==> src/rtl/latch_drv_pkg.sv <==
// Shared types and sizing helpers for the latch bank write-and-verify driver.
package latch_drv_pkg;

    typedef enum logic [2:0] {
        S_IDLE,
        S_SETUP,
        S_PULSE,
        S_HOLD,
        S_CHECK,
        S_DONE
    } state_t;

    // Width of a down-counter that must hold the longest phase length.
    function automatic int phase_w(input int setup_cyc, input int pulse_cyc, input int hold_cyc);
        int m;
        m = setup_cyc;
        if (pulse_cyc > m) m = pulse_cyc;
        if (hold_cyc > m) m = hold_cyc;
        return $clog2(m + 1);
    endfunction

endpackage

==> src/rtl/latch_load_driver_phase_timer.sv <==
// Loadable down-counter; zero marks the last cycle of the current phase.
module phase_timer #(
    parameter int W = 2
) (
    input  logic         clk,
    input  logic         rst,
    input  logic         load,
    input  logic [W-1:0] load_val,
    output logic         zero
);

    logic [W-1:0] cnt;

    always_ff @(posedge clk) begin
        if (rst)
            cnt <= '0;
        else if (load)
            cnt <= load_val;
        else if (cnt != '0)
            cnt <= cnt - 1'b1;
    end

    assign zero = (cnt == '0);

endmodule

==> src/rtl/latch_load_driver.sv <==
// Writes a word into a bank of one-bit latches one bit at a time, LSB first,
// and reads each latch back after its strobe to flag mismatching bits.
module latch_load_driver
    import latch_drv_pkg::*;
#(
    parameter int WIDTH     = 8,
    parameter int SETUP_CYC = 1,
    parameter int PULSE_CYC = 2,
    parameter int HOLD_CYC  = 1
) (
    input  logic             clk,
    input  logic             rst,
    input  logic             in_valid,
    output logic             in_ready,
    input  logic [WIDTH-1:0] in_word,
    output logic [WIDTH-1:0] lat_data,
    output logic [WIDTH-1:0] lat_load,
    input  logic [WIDTH-1:0] lat_dout,
    output logic             done,
    output logic [WIDTH-1:0] err_mask,
    output logic             err
);

    localparam int PW = phase_w(SETUP_CYC, PULSE_CYC, HOLD_CYC);
    localparam int IW = (WIDTH > 1) ? $clog2(WIDTH) : 1;
    localparam logic [IW-1:0] IDX_LAST = IW'(WIDTH - 1);

    state_t           state, state_nxt;
    logic [IW-1:0]    idx;
    logic [PW-1:0]    tmr_val;
    logic             tmr_load, tmr_zero;
    logic [WIDTH-1:0] bit_sel, chk_mask;

    phase_timer #(.W(PW)) u_timer (
        .clk      (clk),
        .rst      (rst),
        .load     (tmr_load),
        .load_val (tmr_val),
        .zero     (tmr_zero)
    );

    always_ff @(posedge clk) begin
        if (rst)
            state <= S_IDLE;
        else
            state <= state_nxt;
    end

    always_comb begin
        state_nxt = state;
        case (state)
            S_IDLE:  if (in_valid) state_nxt = S_SETUP;
            S_SETUP: if (tmr_zero) state_nxt = S_PULSE;
            S_PULSE: if (tmr_zero) state_nxt = S_HOLD;
            S_HOLD:  if (tmr_zero) state_nxt = S_CHECK;
            S_CHECK: state_nxt = (idx == IDX_LAST) ? S_DONE : S_SETUP;
            S_DONE:  state_nxt = S_IDLE;
            default: state_nxt = S_IDLE;
        endcase
    end

    // Every phase entry is a state change, so the timer reloads on any transition.
    always_comb begin
        in_ready = (state == S_IDLE);
        bit_sel  = WIDTH'(1) << idx;
        chk_mask = '0;
        if (state == S_CHECK && lat_dout[idx] != lat_data[idx])
            chk_mask = bit_sel;
        tmr_load = (state_nxt != state);
        case (state_nxt)
            S_SETUP: tmr_val = PW'(SETUP_CYC - 1);
            S_PULSE: tmr_val = PW'(PULSE_CYC - 1);
            S_HOLD:  tmr_val = PW'(HOLD_CYC - 1);
            default: tmr_val = '0;
        endcase
    end

    always_ff @(posedge clk) begin
        if (rst) begin
            lat_data <= '0;
            lat_load <= '0;
            err_mask <= '0;
            err      <= 1'b0;
            done     <= 1'b0;
            idx      <= '0;
        end else begin
            lat_load <= (state_nxt == S_PULSE) ? bit_sel : '0;
            done     <= (state_nxt == S_DONE);
            if (state == S_IDLE && in_valid) begin
                lat_data <= in_word;
                err_mask <= '0;
                err      <= 1'b0;
                idx      <= '0;
            end
            if (state == S_CHECK) begin
                err_mask <= err_mask | chk_mask;
                if (idx == IDX_LAST)
                    err <= |(err_mask | chk_mask);
                else
                    idx <= idx + 1'b1;
            end
        end
    end

endmodule

==> config.mk <==
export PLATFORM = sky130hd
export DESIGN_NAME = latch_load_driver
export DESIGN_NICKNAME = d
export VERILOG_FILES = /design/src/rtl/latch_drv_pkg.sv /design/src/rtl/latch_load_driver_phase_timer.sv /design/src/rtl/latch_load_driver.sv
export SDC_FILE = /design/constraint.sdc
export NUM_CORES = 1
export LEC_CHECK = 0
export CORE_MARGIN = 2
export CORE_UTILIZATION = 49
export DETAILED_ROUTE_END_ITERATION = 6
export HOLD_SLACK_MARGIN = 0.1
export PLACE_DENSITY = 0.83
export SLEW_MARGIN = 15
export SYNTH_ARGS = -nofsm -noshare
export SYNTH_HDL_FRONTEND = slang
export SYNTH_SLANG_ARGS = --single-unit
==> constraint.sdc <==
create_clock -name clk -period 2.5 [get_ports clk]
set_input_delay 0.75 -clock clk [delete_from_list [all_inputs] [get_ports clk]]
set_output_delay 0.75 -clock clk [all_outputs]
set_load 0.02 [all_outputs]
# Yosys cells after proc, flatten, opt, wreduce, memory -nomap -nowiden
# Cells that the tools add are included.
dict set report op_classes {
  n_reduce_logical 9
  eq_ne 9
  add_sub_neg 2
  bitwise_logic 2
  shift 1
  magnitude_cmp 1
  muxes 22
}
# cell count
set op_table {}
lappend op_table {{3-bit 2-to-1 mux} 8}
lappend op_table {{8-bit 2-to-1 mux} 3}
lappend op_table {{3-bit case mux with 5 select lines} 1}
lappend op_table {{3-bit by 2-bit == test with 1-bit output (second input constant)} 3}
lappend op_table {{3-bit == test (second input constant)} 3}
lappend op_table {{8-bit bitwise OR} 1}
lappend op_table {{8-bit OR reduction} 1}
lappend op_table {{1-bit by 3-bit left shift with 8-bit output (first input constant)} 1}
lappend op_table {{1-bit binary-select mux with 3-bit select} 2}
lappend op_table {{1-bit 2-to-1 mux} 6}
lappend op_table {{2-bit nonzero test} 3}
lappend op_table {{3-bit by 4-bit < comparator with 1-bit output (second input constant)} 1}
lappend op_table {{2-bit 2-to-1 mux} 2}
lappend op_table {{3-bit by 1-bit adder with 3-bit output (second input constant)} 1}
lappend op_table {{3-bit by 1-bit == test with 1-bit output (second input constant)} 1}
lappend op_table {{3-bit zero test} 1}
lappend op_table {{3-bit inequality test} 1}
lappend op_table {{1-bit logical AND} 2}
lappend op_table {{2-bit zero test} 1}
lappend op_table {{2-bit OR reduction} 1}
lappend op_table {{2-bit by 1-bit subtractor with 2-bit output (second input constant)} 1}
lappend op_table {{1-bit inequality test} 1}
lappend op_table {{1-bit inverter} 1}
dict set report word_totals {
  in_bits 19
  elab_cells 54
  regBits 34
}

# Longest topological paths before layout
dict set report logic_depth {
  depth_word 9
  mapped_depth 8
  depth_no_buf 7
}

# By module
# From an unflattened synthesis, not the netlist that was laid out.
dict set report unflattened {
  cells_unflattened 171
  hier_area_um2 1546.5
}
# module cells_each area_per_inst_um2 n_inst seq_area_each_um2
set modules_own_cells {}
lappend modules_own_cells {latch_load_driver 159 1425.1 1 640.6}
lappend modules_own_cells {phase_timer 12 121.4 1 40.0}

# Worst setup path before layout
# OpenSTA, ideal clock, no wires.
dict set report synth_timing {
  kind {input to register}
  start {input port lat_dout[0]}
  end {register err}
  t_arrival_ns 1.849
  path_stages 5
  path_slack_ns 0.560
  t_required_ns 2.409
  path_cell_list {xnor2_1 -> mux4_2 -> nor3_4 -> a21oi_1 -> a311oi_1}
}
dict set report synth_via {
  elab_chain_cells 9
}
# element line_no
set synth_lines {}
lappend synth_lines {{from (decl)} latch_load_driver.sv:18} ;# input logic [WIDTH-1:0] lat_dout,
lappend synth_lines {{1-bit binary-select mux with 3-bit select} latch_load_driver.sv:67} ;# if (state == S_CHECK && lat_dout[idx] != lat_data[idx])
lappend synth_lines {{1-bit 2-to-1 mux (implied by the code)} latch_load_driver.sv:67}
lappend synth_lines {{1-bit inequality test} latch_load_driver.sv:67}
lappend synth_lines {{1-bit logical AND} latch_load_driver.sv:67}
lappend synth_lines {{8-bit 2-to-1 mux} latch_load_driver.sv:67}
lappend synth_lines {{8-bit bitwise OR} latch_load_driver.sv:98} ;# err <= |(err_mask | chk_mask);
lappend synth_lines {{8-bit OR reduction} latch_load_driver.sv:98}
lappend synth_lines {{1-bit 2-to-1 mux} latch_load_driver.sv:97} ;# if (idx == IDX_LAST)
lappend synth_lines {{1-bit 2-to-1 mux} latch_load_driver.sv:95} ;# if (state == S_CHECK) begin
lappend synth_lines {{to (signal assigned)} latch_load_driver.sv:98}
lappend synth_lines {{to (decl)} latch_load_driver.sv:21} ;# output logic err
# No other way between the ends. The select of a mux whose other input is x is not followed.
# A chain may end at the register's enable or synchronous reset.

# Worst setup path in the final report
dict set report layout_timing {
  start {input port lat_dout[5]}
  end {register err}
}
# The elaborated chain is that of the path after synthesis.

==> metrics.md <==
| Metric | Value |
|---|---|
| Leakage | 0.8292 nW |
| Root Driver | clkbuf_4 |
| TritonCTS clock tree | built |
| P_int | 1.180 mW |
| Cell row count | 20 |
| Syn-to-layout area delta | 40.18% |
| Register area share after synthesis | approximately 45% |
| Pwr per Cell Area | approximately 800 nW/um^2 |
| Vias in the first global route | 1302 |
| Clk_lat worst skew | 340 ps |
| Ant diodes | 0 |
| CP startpoint kind | input port |
| DIE HEIGHT | about 60 um |
| Synth Instances | 170 |
| RSZ-0062 raised after global routing | no |
| Max IR drop VDD | 0.0005566 V |
| Place WS | 34.03 ps |
| Met2 WL | 1813 um |
| P_sw | 0.5169 mW |
| Hold Slack | 500.0 ps |
| Port Buffers | between 40 and 50 |
| Routed wire length | 3491 um |
| Synth Area per Inst | ~9 sq um |
| DR WL/cell | 13.80 um |
| Residual DRC count | 0 |
| R2r endpoint | err |
| Post-synth cell types | 34 |
| First-pass GRT wire length | around 5800 um |
| Maximum clock frequency | 0.4671 GHz |
| Fraction of layout cells with a size suffix above 1 | 9.091% |
| Starting Density | 50.71% |
| Net count after synthesis | 196 |
| 1st-pass router iterations | 4 |
| Flop2flop setup slack | between 700 and 800 ps |
| Number of routed nets with antenna violations | 0 |
| Worst Clk Skew | 8.587 ps |
| Layout Nets | roughly 250 |
| CP Capture Type | flip-flop |
| DR top layer | met4 |
| Via density | 5.466 |
| Sw Ratio | a little under a third |
| CTS buffer count | 5 |
| Sequential group share of total power | roughly two fifths |
| Clock transition at path regs | 100 ps |
| Total gr overflow | 0 |
| Die area | 3569 sq um |
| Largest net degree at the start of global routing | 25 |
| Hold_sp | lat_data[0] |
| # Max-Cap Violations | 0 |
| Worst slew pin tran | 346.7 ps |
| Yosys reg bits | 34 |
| CTS Buffer Depth | 2 |
| FF-to-FF path depth | 5 |
| Chip width | between 50 and 60 um |
| DP Wirelength | 2575 um |
| Yosys Warn Count | 0 |
| Hold EP | lat_data[0] |
| Initial antenna violation count | 0 |
| Setup_tns | 0 ps |
| CORE AREA | around 3000 sq um |
| HP Class | flip-flop to flip-flop |
| Status | finished, final reports clean |
| Worst-path maximum fanout | 3 |
| Fin util | 71.08% |
| Wire length on met3 | 243 um |
| Proportion of power drawn by the clock network | 30.8% |
| Hold Path Depth | 2 |
| DRT met1 WL | around 1400 um |
| # setup viols final | 0 |
| CTS H-Tree Depth | 2 |
| DR iter-0 viols | 41 |
| Cell area after synthesis | 1523 sq um |
| Boundary pin count | 46 |
| Power after layout | 1.697 mW |
| Period utilization | 85.63% |
| Number of clock sinks | 34 |
| Worst setup margin | 359.2 ps |
| Worst endpoint data arrival time | 2390 ps |
| Gate power share | 31.0% |
| DR vias | 1383 |
| Max-slew violations | 0 |
| Critical path class | input port to flip-flop |
| Fin. Hold Viols | 0 |
| GRT Total Usage | 21.97% |
| R2R Path Start | idx[1] |
| Routability cong. | approximately 0.91 |
| Slew Limit Headroom | 76.83% |
| CP required | 2750 ps |
| Min cycle time layout | around 2100 ps |
-- how the worst max path moves through the flow --
stage / from / end / slack [ps] / cells after the start
5_1_grt: lat_dout[5] / err / 250 / 6
3_3_place_gp: lat_dout[0] / err / 80 / 6
2_1_floorplan: lat_dout[0] / err / 560 / 5
3_5_place_dp: lat_dout[0] / err / 30 / 6
4_1_cts: state[2] / in_ready / 50 / 2
6_report: lat_dout[5] / err / 360 / 6
-- cells by family (layout without fill, tap and decap cells) --
group | after synthesis | after routing | synth area share, %
buf+inv | 14 | 64 | 3.779
xor+xnor | 10 | 10 | 5.752
fa+ha+maj | 7 | 7 | 5.752
simple gates | 69 | 69 | 23.01
mux | 3 | 3 | 3.615
compound gates | 33 | 33 | 13.39
flops | 34 | 34 | 44.70
-- layer usage --
| metal | global-route usage [%] | up-vias |
|---|---|---|
| met5 | 0 | - |
| met4 | 7.937 | 0 |
| met3 | 7.359 | 6 |
| met2 | 39.29 | 55 |
| met1 | 23.85 | 640 |
| li1 | - | 682 |
-- cell usage after synthesis (all sizes together) --
library cell / number / share of area [%]
dfxtp: 34 / 45
nand2: 21 / 5.2
a21oi: 18 / 5.9
nor2: 18 / 4.6
nor3: 9 / 3.7
xnor2: 8 / 4.6
ha: 7 / 5.8
a22oi: 6 / 3.0
and3: 6 / 2.5
buf: 5 / 1.6
inv: 5 / 1.2
and2: 4 / 1.6
clkbuf: 4 / 0.99
a32oi: 2 / 1.2
mux4: 2 / 3.0
nand2b: 2 / 0.82
nor2b: 2 / 0.82
o21ai: 2 / 0.66
or3: 2 / 0.82
xor2: 2 / 1.2
a21boi: 1 / 0.49
a311oi: 1 / 0.58
mux2i: 1 / 0.66
nand4: 1 / 0.41
nand4b: 1 / 0.58
nor3b: 1 / 0.82
nor4: 1 / 0.41
o21bai: 1 / 0.49
o22a: 1 / 0.58
o32ai: 1 / 0.58
or3b: 1 / 0.74
-- placed cells by master, fill, tap and decap left out, types with 4 or more instances in the layout --
master,count
a21oi_1,18
a22oi_1,6
and2_1,4
and3_1,6
buf_4,6
clkbuf_4,5
clkdlybuf4s50_1,44
dfxtp_1,34
ha_1,7
inv_1,5
nand2_1,21
nor2_1,17
nor3_1,8
xnor2_1,8
-- repair_timing --
action | in CTS | in global routing
hold buffers | 0 | 0
endpoints found under the setup margin | 0 | 1
setup buffers | 0 | 0
gates resized for setup | 0 | 1
-- critical path: stages --
cell	delay [ps]
clkdlybuf4s50_1	440
xnor2_1	140
mux4_2	500
nor2_2	190
a21oi_1	120
a311oi_1	250
-- stage by stage --
stage	cells	instance area [sq um]
after floorplan	170	1523
after CTS	253	2132
after global routing	253	2135
final	253	2135
after detailed placement	245	2021
after global placement	245	2021
-- power by group through the flow --
stage	clock network, mW	registers [mW]	logic (mW)
floorplan	0	0.674	0.327
global placement	0	0.656	0.509
detailed placement	0	0.660	0.527
CTS	0.534	0.648	0.531
global route	0.553	0.656	0.580
finish	0.522	0.649	0.526
-- final cells by class --
cell class | count | area (sq um)
clock buffer | 6 | 51.30
clock inverter | 2 | 60.06
fill | 238 | 868.3
inverter | 5 | 18.77
multi-input combinational | 122 | 784.5
sequential | 34 | 680.7
tap | 33 | 41.29
timing repair buffer | 51 | 498.0
-- registers in the layout, indices dropped and copies added, names as in the netlist --
name         cells
u_timer.cnt      2
lat_data         8
lat_load         8
err_mask         8
done             1
state            3
err              1
idx              3
Power figures use the tool's default switching activity.
